### src/rtl/vec_mac.sv
// Multi-lane signed vector MAC: streams vec_len operand beats into per-lane
// accumulators, adds a scaled bias, saturates (optional ReLU) and hands off one result.
module vec_mac #(
  parameter int A_BITWIDTH   = 8,
  parameter int B_BITWIDTH   = A_BITWIDTH,
  parameter int LANES        = 4,
  parameter int ACC_BITWIDTH = 28,
  parameter int OUT_BITWIDTH = 20,
  parameter int FRAC_BITS    = 8,
  parameter int LEN_BITWIDTH = 8
) (
  input  logic                            clk,
  input  logic                            rstn,
  input  logic                            start,
  input  logic [LEN_BITWIDTH-1:0]         vec_len,
  input  logic [LANES*OUT_BITWIDTH-1:0]   bias,
  input  logic                            relu_en,
  input  logic                            in_valid,
  output logic                            in_ready,
  input  logic [LANES*A_BITWIDTH-1:0]     data_a,
  input  logic [LANES*B_BITWIDTH-1:0]     data_b,
  output logic                            out_valid,
  input  logic                            out_ready,
  output logic [LANES*OUT_BITWIDTH-1:0]   out,
  output logic                            busy
);

  localparam int PROD_W = A_BITWIDTH + B_BITWIDTH;

  localparam logic signed [ACC_BITWIDTH-1:0] SAT_MAX =
    {{(ACC_BITWIDTH-OUT_BITWIDTH+1){1'b0}}, {(OUT_BITWIDTH-1){1'b1}}};
  localparam logic signed [ACC_BITWIDTH-1:0] SAT_MIN =
    {{(ACC_BITWIDTH-OUT_BITWIDTH+1){1'b1}}, {(OUT_BITWIDTH-1){1'b0}}};

  typedef enum logic [2:0] {
    IDLE  = 3'd0,
    ACCUM = 3'd1,
    BIAS  = 3'd2,
    SAT   = 3'd3,
    OUT   = 3'd4
  } state_t;

  state_t state, state_next;

  logic [LEN_BITWIDTH-1:0]          len_q;
  logic [LEN_BITWIDTH-1:0]          cnt;
  logic [LEN_BITWIDTH-1:0]          cnt_inc;
  logic [LANES*OUT_BITWIDTH-1:0]    bias_q;
  logic                             relu_q;
  logic                             beat;

  logic signed [ACC_BITWIDTH-1:0]   acc      [LANES];
  logic signed [PROD_W-1:0]         prod     [LANES];
  logic signed [ACC_BITWIDTH-1:0]   prod_ext [LANES];
  logic signed [ACC_BITWIDTH-1:0]   bias_ext [LANES];
  logic signed [OUT_BITWIDTH-1:0]   clamp    [LANES];
  logic [LANES*OUT_BITWIDTH-1:0]    sat_res;

  assign beat    = in_valid && (state == ACCUM);
  assign cnt_inc = cnt + 1'b1;

  // Per-lane product, scaled bias and saturated/ReLU'd result, all combinational.
  always_comb begin
    sat_res = '0;
    for (int i = 0; i < LANES; i++) begin
      prod[i]     = $signed(data_a[i*A_BITWIDTH +: A_BITWIDTH]) *
                    $signed(data_b[i*B_BITWIDTH +: B_BITWIDTH]);
      prod_ext[i] = {{(ACC_BITWIDTH-PROD_W){prod[i][PROD_W-1]}}, prod[i]};
      bias_ext[i] = {{(ACC_BITWIDTH-OUT_BITWIDTH){bias_q[i*OUT_BITWIDTH+OUT_BITWIDTH-1]}},
                     bias_q[i*OUT_BITWIDTH +: OUT_BITWIDTH]} <<< FRAC_BITS;
      if (acc[i] > SAT_MAX) begin
        clamp[i] = SAT_MAX[OUT_BITWIDTH-1:0];
      end else if (acc[i] < SAT_MIN) begin
        clamp[i] = SAT_MIN[OUT_BITWIDTH-1:0];
      end else begin
        clamp[i] = acc[i][OUT_BITWIDTH-1:0];
      end
      if (relu_q && clamp[i][OUT_BITWIDTH-1]) begin
        clamp[i] = '0;
      end
      sat_res[i*OUT_BITWIDTH +: OUT_BITWIDTH] = clamp[i];
    end
  end

  always_ff @(posedge clk or negedge rstn) begin
    if (!rstn) begin
      state <= IDLE;
    end else begin
      state <= state_next;
    end
  end

  always_comb begin
    state_next = state;
    case (state)
      IDLE:    if (start) state_next = (vec_len == '0) ? BIAS : ACCUM;
      ACCUM:   if (beat && (cnt_inc == len_q)) state_next = BIAS;
      BIAS:    state_next = SAT;
      SAT:     state_next = OUT;
      OUT:     if (out_ready) state_next = IDLE;
      default: state_next = IDLE;
    endcase
  end

  always_comb begin
    in_ready  = (state == ACCUM);
    busy      = (state != IDLE);
    out_valid = (state == OUT);
  end

  // Job datapath; out is only written in SAT so it holds through OUT and beyond.
  always_ff @(posedge clk or negedge rstn) begin
    if (!rstn) begin
      len_q  <= '0;
      cnt    <= '0;
      bias_q <= '0;
      relu_q <= 1'b0;
      out    <= '0;
      for (int i = 0; i < LANES; i++) acc[i] <= '0;
    end else begin
      case (state)
        IDLE: begin
          if (start) begin
            len_q  <= vec_len;
            bias_q <= bias;
            relu_q <= relu_en;
            cnt    <= '0;
            for (int i = 0; i < LANES; i++) acc[i] <= '0;
          end
        end
        ACCUM: begin
          if (beat) begin
            cnt <= cnt_inc;
            for (int i = 0; i < LANES; i++) acc[i] <= acc[i] + prod_ext[i];
          end
        end
        BIAS: begin
          for (int i = 0; i < LANES; i++) acc[i] <= acc[i] + bias_ext[i];
        end
        SAT: begin
          out <= sat_res;
        end
        default: ;
      endcase
    end
  end

endmodule
### config.mk
export PLATFORM = sky130hd
export DESIGN_NAME = vec_mac
export DESIGN_NICKNAME = d
export VERILOG_FILES = /design/src/rtl/vec_mac.sv
export SDC_FILE = /design/constraint.sdc
export NUM_CORES = 2
export LEC_CHECK = 0
export ABC_AREA = 1
export ABC_CLOCK_PERIOD_IN_PS = 10600
export CORE_UTILIZATION = 35
export DETAILED_ROUTE_END_ITERATION = 16
export PLACE_DENSITY = 0.62
export SETUP_SLACK_MARGIN = 0.2
export SYNTH_ARGS = -nofsm -noshare
export SYNTH_HDL_FRONTEND = slang
export SYNTH_SLANG_ARGS = --single-unit
export TNS_END_PERCENT = 100
### constraint.sdc
create_clock -name clk -period 10.6 [get_ports clk]
set_input_delay 2.12 -clock clk [delete_from_list [all_inputs] [get_ports clk]]
set_output_delay 2.12 -clock clk [all_outputs]
set_load 0.005 [all_outputs]
# --- Yosys cells after proc, flatten, opt, wreduce, memory -nomap -nowiden ---
# Index checks and enable logic that the tools add are counted.
# Widths: inputs -> output; s select.
totals:
  wordCells: 78
  regBits: 292
  output_inout_bits: 83
classes:
  n_mul: 4
  add_sub_neg: 9
  n_reduce_logical: 15
  n_mux: 23
  n_lt_le_gt_ge: 8
  n_eq_ne: 9
op_table:
  columns: ["operator", "n"]
  rows:
  - ["$pmux 112 s3", 1]
  - ["$mux 20", 12]
  - ["$mux 112", 2]
  - ["$add 28x16->28", 4]
  - ["$add 28x28->28", 4]
  - ["$gt 28x20->1 const B", 4]
  - ["$lt 28x20->1 const B", 4]
  - ["$mul 8x8->16", 4]
  - ["$mux 8", 2]
  - ["$pmux 8 s2", 1]
  - ["$pmux 3 s5", 1]
  - ["$mux 3", 3]
  - ["$reduce_and 3->1", 3]
  - ["$add 8x1->8 const B", 1]
  - ["$eq 8x8->1", 1]
  - ["$logic_not 8->1", 1]
  - ["$eq 3x2->1 const B", 2]
  - ["$logic_and 1x1->1", 6]
  - ["$ne 2x1->1 const B", 3]
  - ["$reduce_bool 3->1", 2]
  - ["$eq 3x1->1 const B", 1]
  - ["$eq 3x3->1 const B", 1]
  - ["$logic_not 3->1", 1]
  - ["$mux 2", 1]
  - ["3 further kinds", 3]

# --- Depth between registers and ports, before layout ---
depth:
  depth_word: 5
  ltp_mapped: 25
  mapped_depth_nobuf: 24

# --- Worst setup path after synthesis ---
# No wires, ideal clock.
synth_timing:
  kind: "in2reg"
  startpoint: "input port data_b[0]"
  endpoint: "register acc[111] (netlist name)"
  slack_ns: 3.790
  arrival_ns: 6.694
  path_stages: 22
  path_buffers: 1
  path_cell_list: "clkbuf_1 > nand2_1 > inv_1 > fa_1 > fa_1 > inv_1 > fa_1 > inv_1 > fa_1 > ha_1 > ha_1 > nand2_1 > nor3_1 > nand2_1 > nor2_1 > nand2_1 > nand3_1 > nand2_1 > nand3_1 > nand2_1 > nand2_1 > nand2_1"
synth_between:
  elab_chain_cells: 4
synth_rtl:
  columns: ["item", "line", "text"]
  rows:
  - ["from (decl)", "21", "input logic [LANES*B_BITWIDTH-1:0] data_b,"]
  - ["$mul 8x8->16", "66", "prod[i] = $signed(data_a[i*A_BITWIDTH +: A_BITWIDTH]) *"]
  - ["$add 28x16->28", "134", "for (int i = 0; i < LANES; i++) acc[i] <= acc[i] + prod_ext[i];"]
  - ["$mux 112", "132", "if (beat) begin"]
  - ["$pmux 112 s3", "121", "case (state)"]
  - ["to (decl)", "52", "logic signed [ACC_BITWIDTH-1:0] acc [LANES];"]
# No other way between the ends. The select of a mux whose other input is x is not followed.
# A chain may end at the register's enable or synchronous reset.

# --- Worst setup path after layout ---
layout_timing:
  startpoint: "input port data_b[26]"
  endpoint: "register acc[26] (netlist name)"
# The elaborated chain is that of the path after synthesis.

==> summary.txt <==
Synth
  – FF+latch count, synth: approximately 290
  – Synth Flop Type: dfrtp_1
  – Synth warn: 0
  – Net Count, Synth: 5945
  – Cell count after synthesis: ~5000
  – Number of synthesized flops with an enable pin: 0
  – Register area share after synthesis: 19.1%
  – Mean area per synthesized cell: 7.67 sq um
  – Netlist cell types: 43
  – Post-Syn Area: 38200 sq um
  – Fraction of registers with async set/reset: between 90% and 100%

Cells and area
  – Layout cell share with drive strength beyond 1: 4.36%
  – Area Growth Syn to Fin: 13.5%
  – Final net count: 6117
  – Layout filler cell count: 11100

Detailed routing
  – Iter 0 DRT Violations: 2011
  – WL final: 113000 um
  – Detailed Routing Iterations Pass 1: 5
  – Routed vias: 32300
  – Wire per inst: 17.1 um
  – Routed Antenna Nets: 0
  – DRC violations left: 0
  – DR vias/cell: 4.90

Worst setup path
  – Reg2Reg Setup Slack: 5.70 ns
  – Max FO, Critical Path: 12
  – Reg2reg end: acc[12]
  – Critical-path top delay cell: fa_1
  – Crit path from: data_b[26]
  – Reg-to-reg startpoint: acc[6]
  – Worst-path cell chain: clkdlybuf4s50_1, nand2_1, inv_1, fa_1, inv_1, fa_1, inv_1, fa_1, fa_1, ha_1, ha_1, nand2_1, nor2_1, inv_1, nor3_1, nand2_1, nand3_1, nand2_1, nand3_1, nand2_1, nand2_1, nand2_1
  – Setup Crit Path Kind: in -> reg
  – R2R cell count: 17
  – WP data arrival: 7.99 ns
  – Startpoint Class: primary input
  – CP dominant cell by count: nand2_1
  – Critical path endpoint category: flop
  – CP required: 11.06 ns
  – Worst path max stage delay: 0.81 ns
  – Capture point of the critical path: acc[26]

Job
  – Max-cap viol count: 0

GRT
  – Grt ovf: 0
  – Antenna violations before repair: 6
  – Gr busiest metal: met2
  – GR met2 Demand/Resource: 33.8%
  – Gr usage total: 20.6%
  – Vias in the first global route: ~33000
  – GRT met1 Usage: 29.0%
  – Largest net degree at the start of global routing: a little over 80
  – First-pass GRT wire length: approximately 180000 um
  – Met3 Use GR: under 10%

Die
  – Site Rows: 120
  – Die Ht: around 330 um
  – I/O pin cnt: ~240
  – Die width: approximately 330 um
  – Initial Util: 35.5%
  – Core area: 108000 sq um
  – DIE AREA: 110000 sq um

STA
  – Final worst-path cycle share: 71.0%
  – Worst slew margin: 26.1%
  – Min cycle time layout: about 7.5 ns
  – RSZ-0062 raised after global routing: false
  – Final hold violations: 0
  – Worst Tran Pin Value: 1.11 ns
  – Max-slew violations: 0
  – Layout Skew: 0.0285 ns
  – # setup viols final: 0
  – Max frequency: 0.133 GHz
  – Setup TNS: 0 ns

Placement
  – Routability cong.: about 0.93
  – HPWL after DPL: 91300 um
  – Input/output buffers: 240

Clocking
  – Worst-path clk slew: 0.06 ns
  – H-tree levels: 2
  – TritonCTS clock tree: yes
  – Clk Latency, worst-skew pair: 0.59 ns
  – PostCTS Resize Cnt: 0
  – TritonCTS Buffers: 40
  – Post-CTS setup buffers: 0
  – Clk sink count: 292
  – Cts hold-fix bufs: 0
  – CTS Root Cell: clkbuf_16
  – Clock Path Buffers: 3

Outcome
  – Status: finished clean

Hold path
  – Type of the tightest min-delay check: reg -> reg
-- cell type report --
| class | instances | area [sq um] | area share, % |
|---|---|---|---|
| antenna | 2 | 5.00 | 0.0115 |
| clock buffer | 46 | 1070 | 2.48 |
| clock inverter | 24 | 244 | 0.563 |
| inverter | 917 | 3440 | 7.94 |
| multi-input combinational | 3637 | 27000 | 62.2 |
| sequential | 292 | 7310 | 16.9 |
| tap | 1403 | 1760 | 4.05 |
| timing repair buffer | 262 | 2570 | 5.92 |
-- stage by stage --
stage	utilization (%)	instances	cell area, sq um	hold WS [ns]	worst slack [ns]
final	40.3	6583	43400	0.476	3.07
after global routing	40.3	6581	43300	0.499	2.65
after CTS	40.3	6581	43300	0.481	3.11
after detailed placement	39.0	6511	42000	0.465	2.51
after global placement	39.0	6511	42000	0.463	2.64
after floorplan	-	4978	38200	0.465	3.79
-- cells in the mapped netlist (all sizes together) (43+ instances only) --
cell type	count	area [sq um]
nand4	68	425
or2	43	269
o21ai	239	1200
mux2	81	912
dfrtp	292	7310
nand2	1467	5510
ha	325	4070
a21oi	222	1130
fa	484	9690
inv	913	3430
nor2	243	930
clkbuf	108	405
nand3	257	1290
-- worst max-delay path: cells and delay by family --
| kind | cells | cell delay, ns |
|---|---|---|
| AND/OR/NAND/NOR | 11 | 1.35 |
| adder cells (fa/ha/maj) | 6 | 3.12 |
| buffers and inverters | 5 | 1.40 |
-- cells in the final DEF (no fill, tap or decap), types with 9 or more instances in the layout --
cell type / n
nand2_1: 1467
inv_1: 906
fa_1: 484
ha_1: 325
dfrtp_1: 292
nand3_1: 256
nor2_1: 239
clkdlybuf4s50_1: 238
o21ai_0: 232
a21oi_1: 215
mux2_2: 81
nand4_1: 68
nand3b_1: 40
clkbuf_16: 40
or2_2: 30
nor3_1: 29
buf_4: 22
a21boi_0: 19
xnor2_1: 18
and2_1: 18
a2bb2oi_1: 16
o21bai_1: 14
xor2_1: 14
or2_1: 11
o21a_1: 10
nor4_1: 9
clkinvlp_4: 9
-- cells by family (layout without fill, tap and decap cells) --
logic type / count (synthesis) / count (layout) / synth area share (%)
flops: 292 / 292 / 19.1
mux: 81 / 81 / 2.39
xor+xnor: 32 / 32 / 0.734
fa+ha+maj: 809 / 809 / 36.0
simple gates: 2176 / 2176 / 23.7
compound gates: 539 / 539 / 7.65
buf+inv: 1049 / 1249 / 10.4
other cells: 0 / 2 / 0
-- registers in the layout (all words and copies together) (netlist names) --
signal / cells
acc: 112
bias_q: 80
state: 3
len_q: 8
relu_q: 1
out: 80
cnt: 8
-- how the worst min path moves through the flow --
| stage | from | end | slack [ns] | cells after the start |
|---|---|---|---|---|
| finish | out[22] | out[22] | 0.48 | 2 |
| global route | out[29] | out[29] | 0.50 | 2 |
| CTS | out[22] | out[22] | 0.48 | 2 |
| detailed placement | out[22] | out[22] | 0.46 | 2 |
| global placement | out[48] | out[48] | 0.46 | 2 |
| floorplan | acc[0] | acc[0] | 0.46 | 2 |
-- per-layer routing --
| metal | share of wire (%) | up-vias | wire [um] |
|---|---|---|---|
| met1 | 47 | 15600 | 52900 |
| met3 | 5.1 | 103 | 5760 |
| met5 | 0.060 | - | 67 |
| li1 | - | 15900 | - |
| met4 | 1.6 | 10 | 1800 |
| met2 | 46 | 704 | 52000 |
Power is left out: the tool's default activity adds up to more than one toggle a clock period on the data nets, which glitch-free logic cannot reach.
